File: src/rtl/ultrasonic_ranger_pkg.sv
// Shared types and helpers for the ultrasonic ranger: FSM encodings,
// sample classes and the width classifier used by the hysteresis logic.
package ultrasonic_ranger_pkg;

   localparam logic [2:0] ST_IDLE      = 3'd0;
   localparam logic [2:0] ST_TRIG      = 3'd1;
   localparam logic [2:0] ST_WAIT_RISE = 3'd2;
   localparam logic [2:0] ST_MEASURE   = 3'd3;
   localparam logic [2:0] ST_DONE      = 3'd4;

   // Round-trip echo time per centimetre of range.
   localparam int unsigned US_PER_CM = 58;

   typedef enum logic [1:0] {
      CLS_NEUTRAL = 2'd0,
      CLS_CLOSE   = 2'd1,
      CLS_CLEAR   = 2'd2
   } sample_cls_t;

   // Timeouts and saturated echoes carry no usable range and count as clear.
   function automatic sample_cls_t classify(input logic [15:0] width,
                                            input logic [15:0] close_us,
                                            input logic [15:0] clear_us,
                                            input logic        force_clear);
      if (force_clear || (width > clear_us)) begin
         return CLS_CLEAR;
      end
      if (width < close_us) begin
         return CLS_CLOSE;
      end
      return CLS_NEUTRAL;
   endfunction

endpackage

File: src/rtl/ultrasonic_ranger_if.sv
// Sensor pins plus the range/status outputs of the ranger; master is the
// ranger itself, slave is the sensor/motor/debug side that observes it.
interface ultrasonic_ranger_if;

   logic        enable;
   logic        echo;
   logic        trig;
   logic        tooClose;
   logic [15:0] echo_us;
   logic        sample_valid;
   logic        timeout_err;

   modport master (
      input  enable,
      input  echo,
      output trig,
      output tooClose,
      output echo_us,
      output sample_valid,
      output timeout_err
   );

   modport slave (
      output enable,
      output echo,
      input  trig,
      input  tooClose,
      input  echo_us,
      input  sample_valid,
      input  timeout_err
   );

endinterface

File: src/rtl/ultrasonic_ranger_us_tick_gen.sv
// Microsecond prescaler: one-cycle tick every CLK_HZ/1e6 clocks, free-running
// from reset release; a 1 MHz (or slower) clock yields a tick on every cycle.
module ultrasonic_ranger_us_tick_gen #(
   parameter int unsigned CLK_HZ = 100_000_000
) (
   input  logic clk,
   input  logic rst_n,
   output logic tick
);

   localparam int unsigned DIV = (CLK_HZ >= 2_000_000) ? (CLK_HZ / 1_000_000) : 1;
   localparam int unsigned CW  = (DIV > 1) ? $clog2(DIV) : 1;

   logic [CW-1:0] cnt_q;
   logic [CW-1:0] cnt_d;

   always_comb begin
      tick  = (cnt_q == CW'(DIV - 1));
      cnt_d = tick ? '0 : cnt_q + CW'(1);
   end

   always_ff @(posedge clk or negedge rst_n) begin
      if (!rst_n) begin
         cnt_q <= '0;
      end else begin
         cnt_q <= cnt_d;
      end
   end

endmodule

File: src/rtl/ultrasonic_ranger.sv
// HC-SR04 style ranger: periodic trigger, echo width in us, and a debounced
// tooClose flag with close/clear hysteresis for the downstream motor stage.
module ultrasonic_ranger
   import ultrasonic_ranger_pkg::*;
#(
   parameter int unsigned CLK_HZ          = 100_000_000,
   parameter int unsigned TRIG_US         = 10,
   parameter int unsigned PERIOD_US       = 60000,
   parameter int unsigned RISE_TIMEOUT_US = 5000,
   parameter int unsigned MAX_ECHO_US     = 25000,
   parameter int unsigned CLOSE_US        = 1160,
   parameter int unsigned CLEAR_US        = 1450,
   parameter int unsigned CONFIRM         = 2
) (
   input  logic                clk,
   input  logic                rst_n,
   ultrasonic_ranger_if.master io
);

   localparam logic [15:0] TRIG_W    = TRIG_US[15:0];
   localparam logic [15:0] PERIOD_W  = PERIOD_US[15:0];
   localparam logic [15:0] RISE_W    = RISE_TIMEOUT_US[15:0];
   localparam logic [15:0] MAX_W     = MAX_ECHO_US[15:0];
   localparam logic [15:0] CLOSE_W   = CLOSE_US[15:0];
   localparam logic [15:0] CLEAR_W   = CLEAR_US[15:0];
   localparam logic [3:0]  CONFIRM_W = CONFIRM[3:0];

   logic us_tick;

   ultrasonic_ranger_us_tick_gen #(
      .CLK_HZ (CLK_HZ)
   ) u_tick (
      .clk   (clk),
      .rst_n (rst_n),
      .tick  (us_tick)
   );

   logic        echo_s1_q, echo_s1_d;
   logic        echo_s2_q, echo_s2_d;
   logic        echo_s3_q, echo_s3_d;
   logic [2:0]  state_q, state_d;
   logic        first_q, first_d;
   logic [15:0] period_q, period_d;
   logic [15:0] phase_q, phase_d;
   logic [15:0] width_q, width_d;
   logic        sat_q, sat_d;
   logic        tmo_q, tmo_d;
   logic        sampled_q, sampled_d;
   logic [3:0]  agree_q, agree_d;
   logic        too_close_q, too_close_d;
   logic [15:0] echo_us_q, echo_us_d;
   logic        valid_q, valid_d;
   logic        timeout_err_q, timeout_err_d;

   logic        echo_rise;
   logic [15:0] period_inc;
   logic [15:0] phase_inc;
   logic [15:0] width_inc;
   logic [3:0]  agree_inc;
   sample_cls_t cls;
   logic        opposing;
   logic        agreeing;

   always_comb begin
      echo_s1_d  = io.echo;
      echo_s2_d  = echo_s1_q;
      echo_s3_d  = echo_s2_q;
      echo_rise  = echo_s2_q & ~echo_s3_q;

      period_inc = (period_q == 16'hFFFF) ? period_q : period_q + 16'd1;
      phase_inc  = phase_q + 16'd1;
      width_inc  = width_q + 16'd1;
      agree_inc  = agree_q + 4'd1;

      cls      = classify(width_q, CLOSE_W, CLEAR_W, tmo_q | sat_q);
      opposing = too_close_q ? (cls == CLS_CLEAR) : (cls == CLS_CLOSE);
      agreeing = too_close_q ? (cls == CLS_CLOSE) : (cls == CLS_CLEAR);

      state_d       = state_q;
      first_d       = first_q;
      period_d      = period_q;
      phase_d       = phase_q;
      width_d       = width_q;
      sat_d         = sat_q;
      tmo_d         = tmo_q;
      sampled_d     = sampled_q;
      agree_d       = agree_q;
      too_close_d   = too_close_q;
      echo_us_d     = echo_us_q;
      valid_d       = 1'b0;
      timeout_err_d = timeout_err_q;

      // Period counter includes the current tick, so PERIOD_US ticks after a
      // trigger rise the next one starts.
      if (us_tick) begin
         period_d = period_inc;
      end

      case (state_q)
         ST_IDLE: begin
            if (us_tick && io.enable && (first_q || (period_inc >= PERIOD_W))) begin
               state_d  = ST_TRIG;
               first_d  = 1'b0;
               period_d = '0;
               phase_d  = '0;
               width_d  = '0;
               sat_d    = 1'b0;
               tmo_d    = 1'b0;
            end
         end

         ST_TRIG: begin
            if (us_tick) begin
               if (phase_inc >= TRIG_W) begin
                  state_d = ST_WAIT_RISE;
                  phase_d = '0;
               end else begin
                  phase_d = phase_inc;
               end
            end
         end

         ST_WAIT_RISE: begin
            // The rise cycle is already echo-high, so a tick there counts.
            if (echo_rise) begin
               state_d = ST_MEASURE;
               width_d = us_tick ? 16'd1 : 16'd0;
               if (us_tick && (MAX_W <= 16'd1)) begin
                  width_d = MAX_W;
                  sat_d   = 1'b1;
                  state_d = ST_DONE;
               end
            end else if (us_tick) begin
               if (phase_inc >= RISE_W) begin
                  state_d = ST_DONE;
                  tmo_d   = 1'b1;
               end else begin
                  phase_d = phase_inc;
               end
            end
         end

         ST_MEASURE: begin
            if (!echo_s2_q) begin
               state_d = ST_DONE;
            end else if (us_tick) begin
               if (width_inc >= MAX_W) begin
                  width_d = MAX_W;
                  sat_d   = 1'b1;
                  state_d = ST_DONE;
               end else begin
                  width_d = width_inc;
               end
            end
         end

         ST_DONE: begin
            if (!sampled_q) begin
               sampled_d     = 1'b1;
               valid_d       = 1'b1;
               echo_us_d     = width_q;
               timeout_err_d = tmo_q;
               if (opposing) begin
                  if (agree_inc >= CONFIRM_W) begin
                     too_close_d = ~too_close_q;
                     agree_d     = '0;
                  end else begin
                     agree_d = agree_inc;
                  end
               end else if (agreeing) begin
                  agree_d = '0;
               end
            end
            // A saturated echo is still high; hold here until it releases.
            if (!sat_q || !echo_s2_q) begin
               state_d   = ST_IDLE;
               sampled_d = 1'b0;
            end
         end

         default: begin
            state_d = ST_IDLE;
         end
      endcase
   end

   always_ff @(posedge clk or negedge rst_n) begin
      if (!rst_n) begin
         echo_s1_q     <= 1'b0;
         echo_s2_q     <= 1'b0;
         echo_s3_q     <= 1'b0;
         state_q       <= ST_IDLE;
         first_q       <= 1'b1;
         period_q      <= '0;
         phase_q       <= '0;
         width_q       <= '0;
         sat_q         <= 1'b0;
         tmo_q         <= 1'b0;
         sampled_q     <= 1'b0;
         agree_q       <= '0;
         too_close_q   <= 1'b0;
         echo_us_q     <= '0;
         valid_q       <= 1'b0;
         timeout_err_q <= 1'b0;
      end else begin
         echo_s1_q     <= echo_s1_d;
         echo_s2_q     <= echo_s2_d;
         echo_s3_q     <= echo_s3_d;
         state_q       <= state_d;
         first_q       <= first_d;
         period_q      <= period_d;
         phase_q       <= phase_d;
         width_q       <= width_d;
         sat_q         <= sat_d;
         tmo_q         <= tmo_d;
         sampled_q     <= sampled_d;
         agree_q       <= agree_d;
         too_close_q   <= too_close_d;
         echo_us_q     <= echo_us_d;
         valid_q       <= valid_d;
         timeout_err_q <= timeout_err_d;
      end
   end

   assign io.trig         = (state_q == ST_TRIG);
   assign io.tooClose     = too_close_q;
   assign io.echo_us      = echo_us_q;
   assign io.sample_valid = valid_q;
   assign io.timeout_err  = timeout_err_q;

endmodule

File: src/flat_wrapper.sv
// flat-port wrapper written by rule: the top's interface ports become plain ports
module ultrasonic_ranger_flat import ultrasonic_ranger_pkg::*;
#(
   parameter int unsigned CLK_HZ          = 100_000_000,
   parameter int unsigned TRIG_US         = 10,
   parameter int unsigned PERIOD_US       = 60000,
   parameter int unsigned RISE_TIMEOUT_US = 5000,
   parameter int unsigned MAX_ECHO_US     = 25000,
   parameter int unsigned CLOSE_US        = 1160,
   parameter int unsigned CLEAR_US        = 1450,
   parameter int unsigned CONFIRM         = 2
)
  (clk, rst_n, io_enable, io_echo, io_trig, io_tooClose, io_echo_us, io_sample_valid, io_timeout_err);
  ultrasonic_ranger_if io_i ();
  input  logic clk;
  input  logic rst_n;
  input wire logic [$bits(io_i.enable)-1:0] io_enable;
  input wire logic [$bits(io_i.echo)-1:0] io_echo;
  output wire logic [$bits(io_i.trig)-1:0] io_trig;
  output wire logic [$bits(io_i.tooClose)-1:0] io_tooClose;
  output wire logic [$bits(io_i.echo_us)-1:0] io_echo_us;
  output wire logic [$bits(io_i.sample_valid)-1:0] io_sample_valid;
  output wire logic [$bits(io_i.timeout_err)-1:0] io_timeout_err;
  assign io_i.enable = io_enable;
  assign io_i.echo = io_echo;
  assign io_trig = io_i.trig;
  assign io_tooClose = io_i.tooClose;
  assign io_echo_us = io_i.echo_us;
  assign io_sample_valid = io_i.sample_valid;
  assign io_timeout_err = io_i.timeout_err;
  ultrasonic_ranger #(.CLK_HZ(CLK_HZ), .TRIG_US(TRIG_US), .PERIOD_US(PERIOD_US), .RISE_TIMEOUT_US(RISE_TIMEOUT_US), .MAX_ECHO_US(MAX_ECHO_US), .CLOSE_US(CLOSE_US), .CLEAR_US(CLEAR_US), .CONFIRM(CONFIRM)) u_core (.clk(clk), .rst_n(rst_n), .io(io_i));
endmodule
File: config.mk
export PLATFORM = sky130hd
export DESIGN_NAME = ultrasonic_ranger_flat
export DESIGN_NICKNAME = d
export VERILOG_FILES = /design/src/rtl/ultrasonic_ranger_pkg.sv /design/src/rtl/ultrasonic_ranger_if.sv /design/src/rtl/ultrasonic_ranger_us_tick_gen.sv /design/src/rtl/ultrasonic_ranger.sv /design/src/flat_wrapper.sv
export SDC_FILE = /design/constraint.sdc
export NUM_CORES = 1
export LEC_CHECK = 0
export ABC_AREA = 1
export CAP_MARGIN = 5
export CORE_ASPECT_RATIO = 1.1
export CORE_UTILIZATION = 65
export DETAILED_ROUTE_END_ITERATION = 12
export PLACE_DENSITY = 0.95
export REMOVE_ABC_BUFFERS = 1
export SLEW_MARGIN = 20
export SYNTH_ARGS = -nofsm -noshare
export SYNTH_HDL_FRONTEND = slang
export SYNTH_HIERARCHICAL = 1
export SYNTH_SLANG_ARGS = --single-unit
export TNS_END_PERCENT = 10
File: constraint.sdc
create_clock -name clk -period 7.19 [get_ports clk]
set_clock_uncertainty 0.2 [all_clocks]
set_input_delay 1.438 -clock clk [delete_from_list [all_inputs] [get_ports clk]]
set_output_delay 1.438 -clock clk [all_outputs]
set_load 0.01 [all_outputs]
==> metrics.md <==
| Metric | Value |
|---|---|
| Status | complete, no violations |
| Cell Chain, Critical Path | inv_1 > nand3_1 > inv_1 > clkdlybuf4s50_1 |
| Vias | 5279 |
| Biggest area contributors in the synthesized netlist | dfrtp_1 39%, nand2_1 19%, nand3_1 7.4% |
| Initial standard-cell utilization of the core | 66.7% |
| Most instantiated library cell after synthesis | nand2_1 |
| # H-tree levels | 3 |
| Quantity of gates resized following cts | 0 |
| Cell row count | 35 |
| Number of DRC markers after the initial detailed-route iteration | 382 |
| Flop and latch count out of synthesis | 88 |
| Number of buffers inserted by port buffering | 23 |
| Top FF cell, synth | dfrtp_1 |
| Part of the Yosys area used for sequential elements | 39.7% |
| Period minus WS final | 3370 ps |
| Biggest cell delay along the critical path | 530 ps |
| Filler cell count | 667 |
| Mean post-synth cell area | 6.85 sq um |
| Period utilization | 46.8% |
| IO Count | 24 |
| Residual antenna-violating net count after detailed routing | 0 |
| Total Wirelength | 12.6 mm |
| Die outline width | 90.1 um |
| Endpoint type of the worst setup path | output port |
| Routed vias/inst | 5.60 |
| First-pass detailed-route iteration total | 5 |
| Die ar. | 8920 sq um |
| Final standard cell area without fillers | 6030 sq um |
| Proportion of synthesized flip-flops having asynchronous set or reset | 100% |
| Pleak | 0.00306 uW |
| Post-synthesis cell area | 5550 sq um |
| Synthesized instance count | 810 |
| Detailed-route DRC error count | 0 |
| Crit-path most repeated cell | inv_1 |
| Worst Path Max Fanout | 5 |
| Placeable core region | 8320 sq um |
| Total of max-cap violations | 0 |
| Number of antenna violations at the first check in global routing | 0 |
| Global placer's final weighted congestion | 0.913 |
| Final hold violation count | 0 |
| Area growth, synth to finish | 8.56% |
| Class of the most critical hold timing path | register to register |
| Pwr/cell area | 144 nW/um^2 |
| Number of synthesized flops with an enable pin | 0 |
| Worst ir drop on vdd | 131 uV |
| Final HPWL DP | 8.78 mm |
| Top achievable clock speed | 0.297 GHz |
| CTS sink cnt | 88 |
| Slowest stage cell on the critical path | clkdlybuf4s50_1 |
| Count of buffering cells on the critical path with inverters included | 3 |
| CTS root buffer | clkbuf_8 |
| Warnings from Yosys | 6 |
| Post-detailed-route wirelength per cell | 13.4 um |
| Total power of the final layout | 869 uW |
| Final-layout setup total negative slack | 0 ps |
| Count of final setup violators | 0 |
| Placed Area | 5810 sq um |
| Clock-pin slew on the worst setup and hold paths | 80 ps |
| CTS max path bufs | 2 |
| Category of the critical setup timing path | register to output port |
| TritonCTS buffer count | 9 |
| Share of post-route cells with drive strength above 1 | 7.57% |
| Die height | 98.9 um |
| Total of hold buffers inserted after clock tree synthesis | 0 |
| Largest net degree at the start of global routing | 62 |
| Startpoint type of the worst setup path | register |
| Most frequent cells after synthesis | 281 x nand2_1, 98 x inv_1, 87 x dfrtp_1, 86 x nor2_1, 82 x nand3_1 |
| Global-route total usage across every layer | 29.8% |
| Slew at the pin closest to its max-slew limit | 1120 ps |
| Setup slack of the worst register-to-register path | 3880 ps |
| Category of cells accounting for the largest share of critical-path delay | buffers and inverters |
| Global-route wire length before repair | 21.9 mm |
| Arrival time of the worst setup path | 1730 ps |
| Combined flip-flop and latch cell area | 2200 sq um |
| TritonCTS clock tree | yes |
| Distinct cell type count of the synthesized netlist | 43 |
| Skew-Pair Late Insertion Delay | 360 ps |
| Multi-input combinational cell area | 2840 sq um |
| Required time reported for the critical path endpoint | 5550 ps |
| Unrepaired setup endpoints after global routing | no |
| Relative slew margins | 25.5% |
| Number of buffers added for setup after CTS | 0 |
| Final net count | 839 |
| Number of global-route vias before repair | 4876 |
| Count of antenna diodes in the layout | 0 |
| Synth top area share | 39.2% |
| Top cell type by total area after synthesis | dfrtp_1 |
| Overflow after GRT | 0 |
| Final Slew Violations | 0 |
-- through the flow --
stage / util, % / hold WS, ps / cells / setup slack (ps)
6_report: 72.4 / 162 / 943 / 3820
5_1_grt: 72.4 / 172 / 943 / 3640
4_1_cts: 72.4 / 159 / 943 / 3820
3_5_place_dp: 69.9 / 139 / 927 / 3890
3_3_place_gp: 69.9 / 135 / 927 / 3960
2_1_floorplan: - / 131 / 792 / 4610
-- worst register-to-register path: stages, from the launching register on --
cell and delay (ps):
dfrtp_1 420, ha_1 230, nand2_1 70, nand3b_2 260
inv_2 300, a21oi_1 150, a211oi_2 930, nand2_2 410
nand2_1 160, nand2_1 70
-- path summary, 6_finish.rpt --
check / depth (start not counted) / start / endpoint
worst min-delay path: 0 / u_core/echo_s1_q$_DFF_PN0_ / u_core/echo_s2_q$_DFF_PN0_
min in group asynchronous: 1 / rst_n / u_core/period_q[9]$_DFF_PN0_
worst max register to register: 9 / u_core/u_tick/cnt_q[0]$_DFF_PN0_ / u_core/width_q[14]$_DFFE_PN0P_
max in group asynchronous: 2 / rst_n / u_core/phase_q[0]$_DFFE_PN0P_
worst max-delay path: 4 / u_core/state_q[1]$_DFFE_PN0P_ / io_trig
worst min register to register: 0 / u_core/echo_s1_q$_DFF_PN0_ / u_core/echo_s2_q$_DFF_PN0_
-- report_power, final --
group / internal [uW] / total, uW / switching [uW]
clock network: 181 / 362 / 180
registers: 495 / 496 / 0.471
logic: 1.74 / 11.6 / 9.86
total: 678 / 869 / 191
-- registers in the layout (all words and copies together) (netlist names) --
register / flops
u_core/io.timeout_err: 1
u_core/io.sample_valid: 1
u_core/state_q: 3
u_core/agree_q: 4
u_core/first_q: 1
u_core/io.echo_us: 16
u_core/sampled_q: 1
u_core/echo_s2_q: 1
u_core/echo_s3_q: 1
u_core/io.tooClose: 1
u_core/u_tick/cnt_q: 7
u_core/tmo_q: 1
u_core/period_q: 16
u_core/sat_q: 1
u_core/echo_s1_q: 1
u_core/width_q: 16
u_core/phase_q: 16
-- cells by family (layout without fill, tap and decap cells) --
family,Yosys count,in the layout,share of synthesized area (%)
AO/OA/AOI/OAI,71,71,7.19
adder cells (fa/ha/maj),8,8,1.80
multiplexers,1,1,0.203
XOR/XNOR,14,14,2.48
flip-flops,88,88,39.7
buffers and inverters,124,146,9.20
AND/OR/NAND/NOR,504,504,39.4
-- placed cells by master, fill, tap and decap left out, types with 2 or more instances in the layout --
master	count
clkdlybuf4s50_1	22
nand2_1	281
nor2_1	86
o21bai_1	4
inv_1	98
nor3_1	6
nand4_1	14
o21ai_0	42
ha_1	8
o21ai_1	4
nand2_2	7
nand3_1	82
a21oi_1	14
xor2_2	2
a31oi_1	2
clkinvlp_4	2
inv_2	7
nand2_4	2
clkbuf_8	11
buf_4	2
nor2_4	3
nand3_2	2
xnor2_1	3
xor2_1	9
dfrtp_1	87
nor2_2	13
-- area by class of cell --
cell class | instances | share of cell area (%)
repair buffers | 24 | 3.90
clock buffers | 11 | 2.51
well taps | 111 | 2.30
flip-flops and latches | 88 | 36.6
clock inverters | 5 | 1.04
multi-input cells | 598 | 47.1
inverters | 106 | 6.60
-- routing by layer --
metal / vias up / share of wire (%) / track usage (%)
li1: 2575 / - / -
met2: 213 / 50 / 52.4
met3: 35 / 5.9 / 3.63
met5: - / 0 / 0
met1: 2456 / 42 / 38.1
met4: 0 / 1.7 / 10.8
(Power assumes the default switching activity.)
